### config.mk
export PLATFORM = sky130hd
export DESIGN_NAME = cmd_arbiter_dispatch
export DESIGN_NICKNAME = d
export VERILOG_FILES = /design/src/rtl/cmd_arbiter_dispatch.sv
export SDC_FILE = /design/constraint.sdc
export NUM_CORES = 1
export LEC_CHECK = 0
export ABC_AREA = 0
export BUFFER_PORTS_ARGS = -buffer_cell sky130_fd_sc_hd__buf_2
export CAP_MARGIN = 20
export CORE_MARGIN = 5
export CORE_UTILIZATION = 39
export DETAILED_ROUTE_END_ITERATION = 6
export GPL_TIMING_DRIVEN = 0
export PLACE_DENSITY = 0.76
export REMOVE_ABC_BUFFERS = 1
export SETUP_SLACK_MARGIN = 0.3
export SYNTH_ARGS = -nofsm -noshare
export SYNTH_HDL_FRONTEND = slang
export SYNTH_SLANG_ARGS = --single-unit
### constraint.sdc
create_clock -name clk -period 1.9 [get_ports clk]
set_input_delay 0.38 -clock clk [delete_from_list [all_inputs] [get_ports clk]]
set_output_delay 0.38 -clock clk [all_outputs]
set_load 0.1 [all_outputs]
### src/rtl/cmd_arbiter_dispatch.sv
// Round-robin arbiter that shares one control_unit command port between NUM_REQ requesters
// and routes each done_irq completion back to the owner of the oldest in-flight command.
module cmd_arbiter_dispatch #(
  parameter int unsigned NUM_REQ      = 2,
  parameter int unsigned CMD_WIDTH    = 64,
  parameter int unsigned MAX_INFLIGHT = 4
) (
  input  logic                               clk,
  input  logic                               rst,
  input  logic [NUM_REQ-1:0]                 req_valid,
  input  logic [NUM_REQ*CMD_WIDTH-1:0]       req_cmd,
  output logic [NUM_REQ-1:0]                 req_ready,
  output logic [NUM_REQ-1:0]                 req_done,
  output logic                               cmd_valid,
  output logic [CMD_WIDTH-1:0]               cmd_data,
  input  logic                               cmd_ready,
  input  logic                               done_irq,
  output logic [$clog2(MAX_INFLIGHT+1)-1:0]  inflight_cnt,
  output logic                               err_spurious
);

  localparam int unsigned IdW  = $clog2(NUM_REQ);
  localparam int unsigned PtrW = (MAX_INFLIGHT > 1) ? $clog2(MAX_INFLIGHT) : 1;
  localparam int unsigned CntW = $clog2(MAX_INFLIGHT + 1);

  localparam logic [IdW-1:0]  RrLast  = IdW'(NUM_REQ - 1);
  localparam logic [PtrW-1:0] PtrLast = PtrW'(MAX_INFLIGHT - 1);
  localparam logic [CntW-1:0] MaxCnt  = CntW'(MAX_INFLIGHT);

  typedef enum logic [0:0] {StIdle, StIssue} state_e;

  state_e          state_q;
  logic [IdW-1:0]  rr_ptr_q;
  logic [IdW-1:0]  own_id_q;
  logic            done_irq_q;
  logic [PtrW-1:0] wr_ptr_q;
  logic [PtrW-1:0] rd_ptr_q;
  logic [IdW-1:0]  tag_mem [MAX_INFLIGHT];

  logic                 grant;
  logic [IdW-1:0]       winner;
  logic [IdW-1:0]       hi_idx;
  logic [IdW-1:0]       lo_idx;
  logic                 hi_found;
  logic [CMD_WIDTH-1:0] win_cmd;
  logic                 done_rise;
  logic                 fifo_empty;
  logic                 push;
  logic                 pop;
  logic [IdW-1:0]       head_id;

  // Round-robin search: lowest valid index at or above rr_ptr, else lowest valid overall.
  always_comb begin
    hi_idx   = '0;
    lo_idx   = '0;
    hi_found = 1'b0;
    for (int i = NUM_REQ - 1; i >= 0; i--) begin
      if (req_valid[i]) begin
        lo_idx = IdW'(i);
        if (IdW'(i) >= rr_ptr_q) begin
          hi_idx   = IdW'(i);
          hi_found = 1'b1;
        end
      end
    end
    winner = hi_found ? hi_idx : lo_idx;
  end

  assign win_cmd    = req_cmd[winner*CMD_WIDTH +: CMD_WIDTH];
  assign grant      = !rst && (state_q == StIdle) && (|req_valid) && (inflight_cnt < MaxCnt);
  assign done_rise  = done_irq & ~done_irq_q;
  assign fifo_empty = (inflight_cnt == '0);
  assign push       = (state_q == StIssue) && cmd_ready;
  assign pop        = done_rise && !fifo_empty;
  assign head_id    = tag_mem[rd_ptr_q];

  always_comb begin
    req_ready = '0;
    if (grant) begin
      req_ready[winner] = 1'b1;
    end
  end

  // Tag storage needs no reset: occupancy and pointers define which entries are live.
  always_ff @(posedge clk) begin
    if (push) begin
      tag_mem[wr_ptr_q] <= own_id_q;
    end
  end

  always_ff @(posedge clk) begin
    if (rst) begin
      state_q      <= StIdle;
      rr_ptr_q     <= '0;
      own_id_q     <= '0;
      cmd_valid    <= 1'b0;
      cmd_data     <= '0;
      done_irq_q   <= 1'b0;
      wr_ptr_q     <= '0;
      rd_ptr_q     <= '0;
      inflight_cnt <= '0;
      req_done     <= '0;
      err_spurious <= 1'b0;
    end else begin
      done_irq_q   <= done_irq;
      err_spurious <= done_rise && fifo_empty;

      req_done <= '0;
      if (pop) begin
        req_done[head_id] <= 1'b1;
      end

      if (push) begin
        wr_ptr_q <= (wr_ptr_q == PtrLast) ? '0 : wr_ptr_q + 1'b1;
      end
      if (pop) begin
        rd_ptr_q <= (rd_ptr_q == PtrLast) ? '0 : rd_ptr_q + 1'b1;
      end

      unique case ({push, pop})
        2'b10:   inflight_cnt <= inflight_cnt + 1'b1;
        2'b01:   inflight_cnt <= inflight_cnt - 1'b1;
        default: inflight_cnt <= inflight_cnt;
      endcase

      unique case (state_q)
        StIdle: begin
          if (grant) begin
            state_q   <= StIssue;
            cmd_valid <= 1'b1;
            cmd_data  <= win_cmd;
            own_id_q  <= winner;
            rr_ptr_q  <= (winner == RrLast) ? '0 : winner + 1'b1;
          end
        end
        StIssue: begin
          if (cmd_ready) begin
            state_q   <= StIdle;
            cmd_valid <= 1'b0;
          end
        end
        default: begin
          state_q   <= StIdle;
          cmd_valid <= 1'b0;
        end
      endcase
    end
  end

endmodule

Word-level counts from Yosys, hierarchy flattened
Memories as Yosys holds them, arrays and structs flattened. A register that Yosys moved wholly into a read port is not among the register bits.
Cells that the tools add are included.
{"block": "op_classes", "eq_ne": 6, "n_shift": 1, "order_cmp": 7, "n_addsub": 5, "bitwise": 4, "n_reduce_logical": 16, "muxes": 28}
{"operator": "128-bit by 8-bit variable part select with 64-bit output", "count": 1}
{"operator": "1-bit two-way mux", "count": 18}
{"operator": "2-bit two-way mux", "count": 5}
{"operator": "1-bit logical AND", "count": 8}
{"operator": "2-bit == test (second input constant)", "count": 3}
{"operator": "3-bit case mux with 2 select lines", "count": 1}
{"operator": "2-bit by 1-bit adder with 2-bit output (second input constant)", "count": 2}
{"operator": "1-bit by 2-bit less-than comparator with 1-bit output (second input constant)", "count": 2}
{"operator": "2-bit != test (second input constant)", "count": 2}
{"operator": "1-bit case mux with 2 select lines", "count": 2}
{"operator": "2-bit AND reduction", "count": 2}
{"operator": "2-bit OR reduction", "count": 2}
{"operator": "3-bit by 1-bit adder with 3-bit output (second input constant)", "count": 1}
{"operator": "3-bit zero test", "count": 1}
{"operator": "3-bit less-than comparator (second input constant)", "count": 1}
{"operator": "1-bit inverter", "count": 3}
{"operator": "3-bit by 1-bit subtractor with 3-bit output (second input constant)", "count": 1}
{"operator": "1-bit demux with 1-bit select", "count": 2}
{"operator": "2-bit by 1-bit == test with 1-bit output (second input constant)", "count": 1}
{"operator": "1-bit greater-or-equal comparator (first input constant)", "count": 2}
{"operator": "1-bit greater-or-equal comparator (second input constant)", "count": 2}
{"operator": "1-bit zero test", "count": 2}
{"operator": "2-bit nonzero test", "count": 1}
{"operator": "1-bit adder (second input constant)", "count": 1}
{"operator": "1-bit AND", "count": 1}
{"block": "word_totals", "out_inout_bits": 73, "input_bits": 134, "word_cells": 79, "ram_bits": 4, "n_memories": 1, "ff_bits": 79}
{"name": "tag_mem", "depth": 4, "word_bits": 1, "read_ports": 1, "rd_ports_with_merged_regs": 1, "write_ports": 1, "line": "38", "source": "logic [IdW-1:0] tag_mem [MAX_INFLIGHT];"}

Logic depth before layout (Yosys ltp)
{"block": "logic_depth", "word_depth": 11, "mapped_depth": 8, "mapped_depth_nobuf": 8}

Worst setup path after synthesis
Ideal clock, no wire load.
{"block": "synth_path", "path_kind": "reg2out", "startpoint": "register inflight_cnt[2]", "endpoint": "output req_ready[1]", "setup_slack_ns": -0.742, "t_arrival_ns": 2.262, "path_stages_with_launch": 4, "cell_sequence": "dfxtp_1 nor3_1 and3_1 clkbuf_1"}
{"block": "synth_between", "elab_chain_cells": 3}
{"element": "from (decl)", "line": "18", "source": "output logic [$clog2(MAX_INFLIGHT+1)-1:0] inflight_cnt,"}
{"element": "from (signal assigned)", "line": "121", "source": "2'b10: inflight_cnt <= inflight_cnt + 1'b1;"}
{"element": "from (signal assigned)", "line": "122", "source": "2'b01: inflight_cnt <= inflight_cnt - 1'b1;"}
{"element": "from (signal assigned)", "line": "123", "source": "default: inflight_cnt <= inflight_cnt;"}
{"element": "3-bit less-than comparator", "line": "70", "source": "assign grant = !rst && (state_q == StIdle) && (|req_valid) && (inflight_cnt < MaxCnt);"}
{"element": "1-bit logical AND", "line": "70"}
{"element": "2-bit two-way mux", "line": "79", "source": "if (grant) begin"}
{"element": "to (decl)", "line": "12", "source": "output logic [NUM_REQ-1:0] req_ready,"}
Every way passes these cells.

Final worst setup path
{"block": "layout_path", "startpoint": "register state_q", "endpoint": "output req_ready[1]"}
{"block": "layout_between", "elab_chain_cells": 5}
{"element": "from (decl)", "line": "32", "source": "state_e state_q;"}
{"element": "from (signal assigned)", "line": "93", "source": "state_q <= StIdle;"}
{"element": "from (signal assigned)", "line": "129", "source": "state_q <= StIssue;"}
{"element": "from (signal assigned)", "line": "138", "source": "state_q <= StIdle;"}
{"element": "1-bit inverter (no line)"}
{"element": "1-bit logical AND (3 in series)", "line": "70"}
{"element": "2-bit two-way mux", "line": "79"}
Every way passes these cells.

==> impl_metrics.env <==
export IMPL_slew_headroom_pct=52.6
export IMPL_vias_per_cell=5.61
export IMPL_grt_pass1_wl_mm=19.4
export IMPL_clock_latency_ps=350
export IMPL_grt_ovfl_total=0
export IMPL_required_ps=1520
export IMPL_path_cells="nor3_4 > buf_6 > and3_4 > buf_12"
export IMPL_fin_nets=694
export IMPL_hold_path_class="in -> reg"
export IMPL_hold_viol_final=0
export IMPL_leakage_nw=2.50
export IMPL_max_cap_violations=0
export IMPL_ir_drop_mv=0.624
export IMPL_syn_area_um2=3550
export IMPL_drv_slew=0
export IMPL_setup_viol=0
export IMPL_cts_path_max_buffers=2
export IMPL_post_drt_wl_per_cell_um=18.7
export IMPL_cts_max_level=3
export IMPL_io_buffer_count=206
export IMPL_postPlaceCellArea_um2=4610
export IMPL_cpMaxStageDelayCell="dfxtp_4"
export IMPL_hpwl_mm=8.37
export IMPL_path_class="reg -> out"
export IMPL_cts_sinks=85
export IMPL_rr_startpoint="inflight_cnt[2]"
export IMPL_tightest_slew_ps=707
export IMPL_skew_ps=16.0
export IMPL_cts_tree="yes"
export IMPL_run_status="complete, no violations"
export IMPL_synthArstFlopShare_pct=0
export IMPL_num_rows=34
export IMPL_rsz0062_at_grt="yes"
export IMPL_grt_busiest_layer="met2"
export IMPL_use_met3_pct=5.38
export IMPL_power_total_mw=5.32
export IMPL_final_util_pct=57.1
export IMPL_powerDensity_nw_per_um2=1060
export IMPL_die_y_um=105
export IMPL_grtUsageMet2_pct=37.8
export IMPL_io_pins=207
export IMPL_synthFlopType="dfxtp_1"
export IMPL_period_needed_ps=1860
export IMPL_syn_to_final_growth_pct=41.9
export IMPL_critPathLaunch="state_q"
export IMPL_cts_made_buffers=9
export IMPL_yosysSeqAreaShare_pct=49.1
export IMPL_yosys_warnings=0
export IMPL_clk_pin_slew_ps=90
export IMPL_slowest_delay_ps=380
export IMPL_critPathArrivalTime_ps=1480
export IMPL_gr_usage_met1_pct=25.2
export IMPL_worst_hold_slack_ps=251
export IMPL_ctsHoldBuffers=0
export IMPL_grt_max_degree=47
export IMPL_die_area_um2=11100
export IMPL_firstDrtPassIters=4
export IMPL_drc=0
export IMPL_gp_congestion=0.777
export IMPL_fmax_ghz=0.538
export IMPL_n_antenna_cell=0
export IMPL_crit_path_start_kind="flip-flop"
export IMPL_layout_drive_gt1_share_pct=47.7
export IMPL_grt_pass1_vias=3727
export IMPL_die_x_um=105
export IMPL_fin_crit_sh_pct=97.9
export IMPL_core_area_um2=8810
export IMPL_antenna_left=0
export IMPL_crit_fanout=7
export IMPL_critPathCaptureType="output pin"
export IMPL_grt_use_total_pct=21.6
export IMPL_postSynthAreaPerCell_um2=10.1
export IMPL_synth_edff_count=4
export IMPL_routed_wl_mm=12.4
export IMPL_cts_root_buf="clkbuf_8"
export IMPL_antenna_found_initial=0
export IMPL_ys_seq_elements=85
export IMPL_drt_first_iter_violations=171
export IMPL_worstHoldStart="req_cmd[76]"
export IMPL_syn_inst=351
export IMPL_dr_total_vias=3735
export IMPL_stdcell_area_um2=5030
export IMPL_initial_core_util_pct=40.3
export IMPL_synth_distinct_cells=35
flip-flops by register name, indices dropped and copies added (netlist names), 2 cells and up, named ones only:
| signal | flops |
|---|---|
| req_done | 2 |
| inflight_cnt | 3 |
| cmd_data | 64 |
| wr_ptr_q | 2 |
| tag_mem | 4 |
| rd_ptr_q | 2 |
synth_stat cells, types with 7 or more instances:
cell	n	area, um2
dfxtp_1	81	1620
and3_1	51	319
a221o_1	46	460
o21ai_0	21	105
nand3_1	19	95.1
a31oi_1	18	113
clkbuf_1	18	67.6
nand4_1	18	113
buf_2	11	55.1
buf_6	8	90.1
nor2_1	8	30.0
a21oi_1	7	35.0
inv_1	7	26.3
placed cells by master (no fill, tap or decap), drive strengths merged, types with 3 or more instances in the layout:
cell / synthesis / final
nand3: 19 / 19
clkbuf: 18 / 14
a31oi: 18 / 18
inv: 7 / 9
a221o: 46 / 46
buf: 20 / 223
o21ai: 21 / 21
ha: 6 / 6
a21oi: 7 / 7
nand2: 3 / 3
nand2b: 3 / 4
edfxtp: 4 / 4
dfxtp: 81 / 81
nor2: 8 / 8
nand4: 18 / 18
and3: 51 / 53
through the flow:
| stage | setup TNS (ps) | setup slack, ps | cells |
|---|---|---|---|
| floorplan | -277400 | -4560 | 313 |
| global placement | -406060 | -7030 | 627 |
| detailed placement | -77070 | -1900 | 633 |
| CTS | 0 | 12.7 | 662 |
| global route | -42.1 | -21.4 | 666 |
| finish | 0 | 40.4 | 666 |
worst max-delay path: cells and delay by family, from the launching register on:
| family | cells | cell delay, ps |
|---|---|---|
| flip-flops | 1 | 380 |
| buffers and inverters | 2 | 320 |
| AND/OR/NAND/NOR | 2 | 430 |
area by class of cell:
type	count	area (um2)
Timing Repair Buffer	225	1270
Tap cell	108	135
Multi-Input combinational cell	225	1670
Fill cell	800	3770
Sequential cell	85	1760
Clock buffer	12	145
Inverter	7	26.3
Clock inverter	4	30.0
per-layer routing:
metal	routed length, um	vias to the layer above	share of wire [%]
li1	-	1773	-
met1	4840	1766	39
met2	6390	171	51
met3	901	25	7.2
met4	309	0	2.5
met5	0	-	0
worst paths after layout:
path,end,slack [ps],cells after the start
setup / recovery,req_ready[1],40,4
hold / removal,cmd_data[12],250,2
setup reg to reg,inflight_cnt[2],80,8
hold reg to reg,cmd_valid,470,2
timing repair:
item                       in CTS  in global routing
cloned                          4                  0
setup buffers                   9                  4
hold endpoints to repair        0                  0
resized for setup              31                  8
setup endpoints to repair      76                 70
pin swaps                       5                  3
cell families (layout without fill, tap and decap cells):
| kind of cell | Yosys count | count (layout) | share of synthesized area [%] |
|---|---|---|---|
| AO/OA/AOI/OAI | 96 | 97 | 21.0 |
| XOR/XNOR | 2 | 2 | 0.494 |
| adder cells (fa/ha/maj) | 7 | 7 | 2.68 |
| buffers and inverters | 45 | 248 | 6.95 |
| flip-flops | 85 | 85 | 49.1 |
| multiplexers | 2 | 2 | 0.917 |
| AND/OR/NAND/NOR | 114 | 117 | 18.8 |
where the power goes:
part	total [mW]	switching, mW	internal [mW]
clock	1.17	0.650	0.519
combinational	2.06	1.56	0.499
sequential	2.09	0.116	1.97
Note: power is estimated with default switching activity, not from simulation.
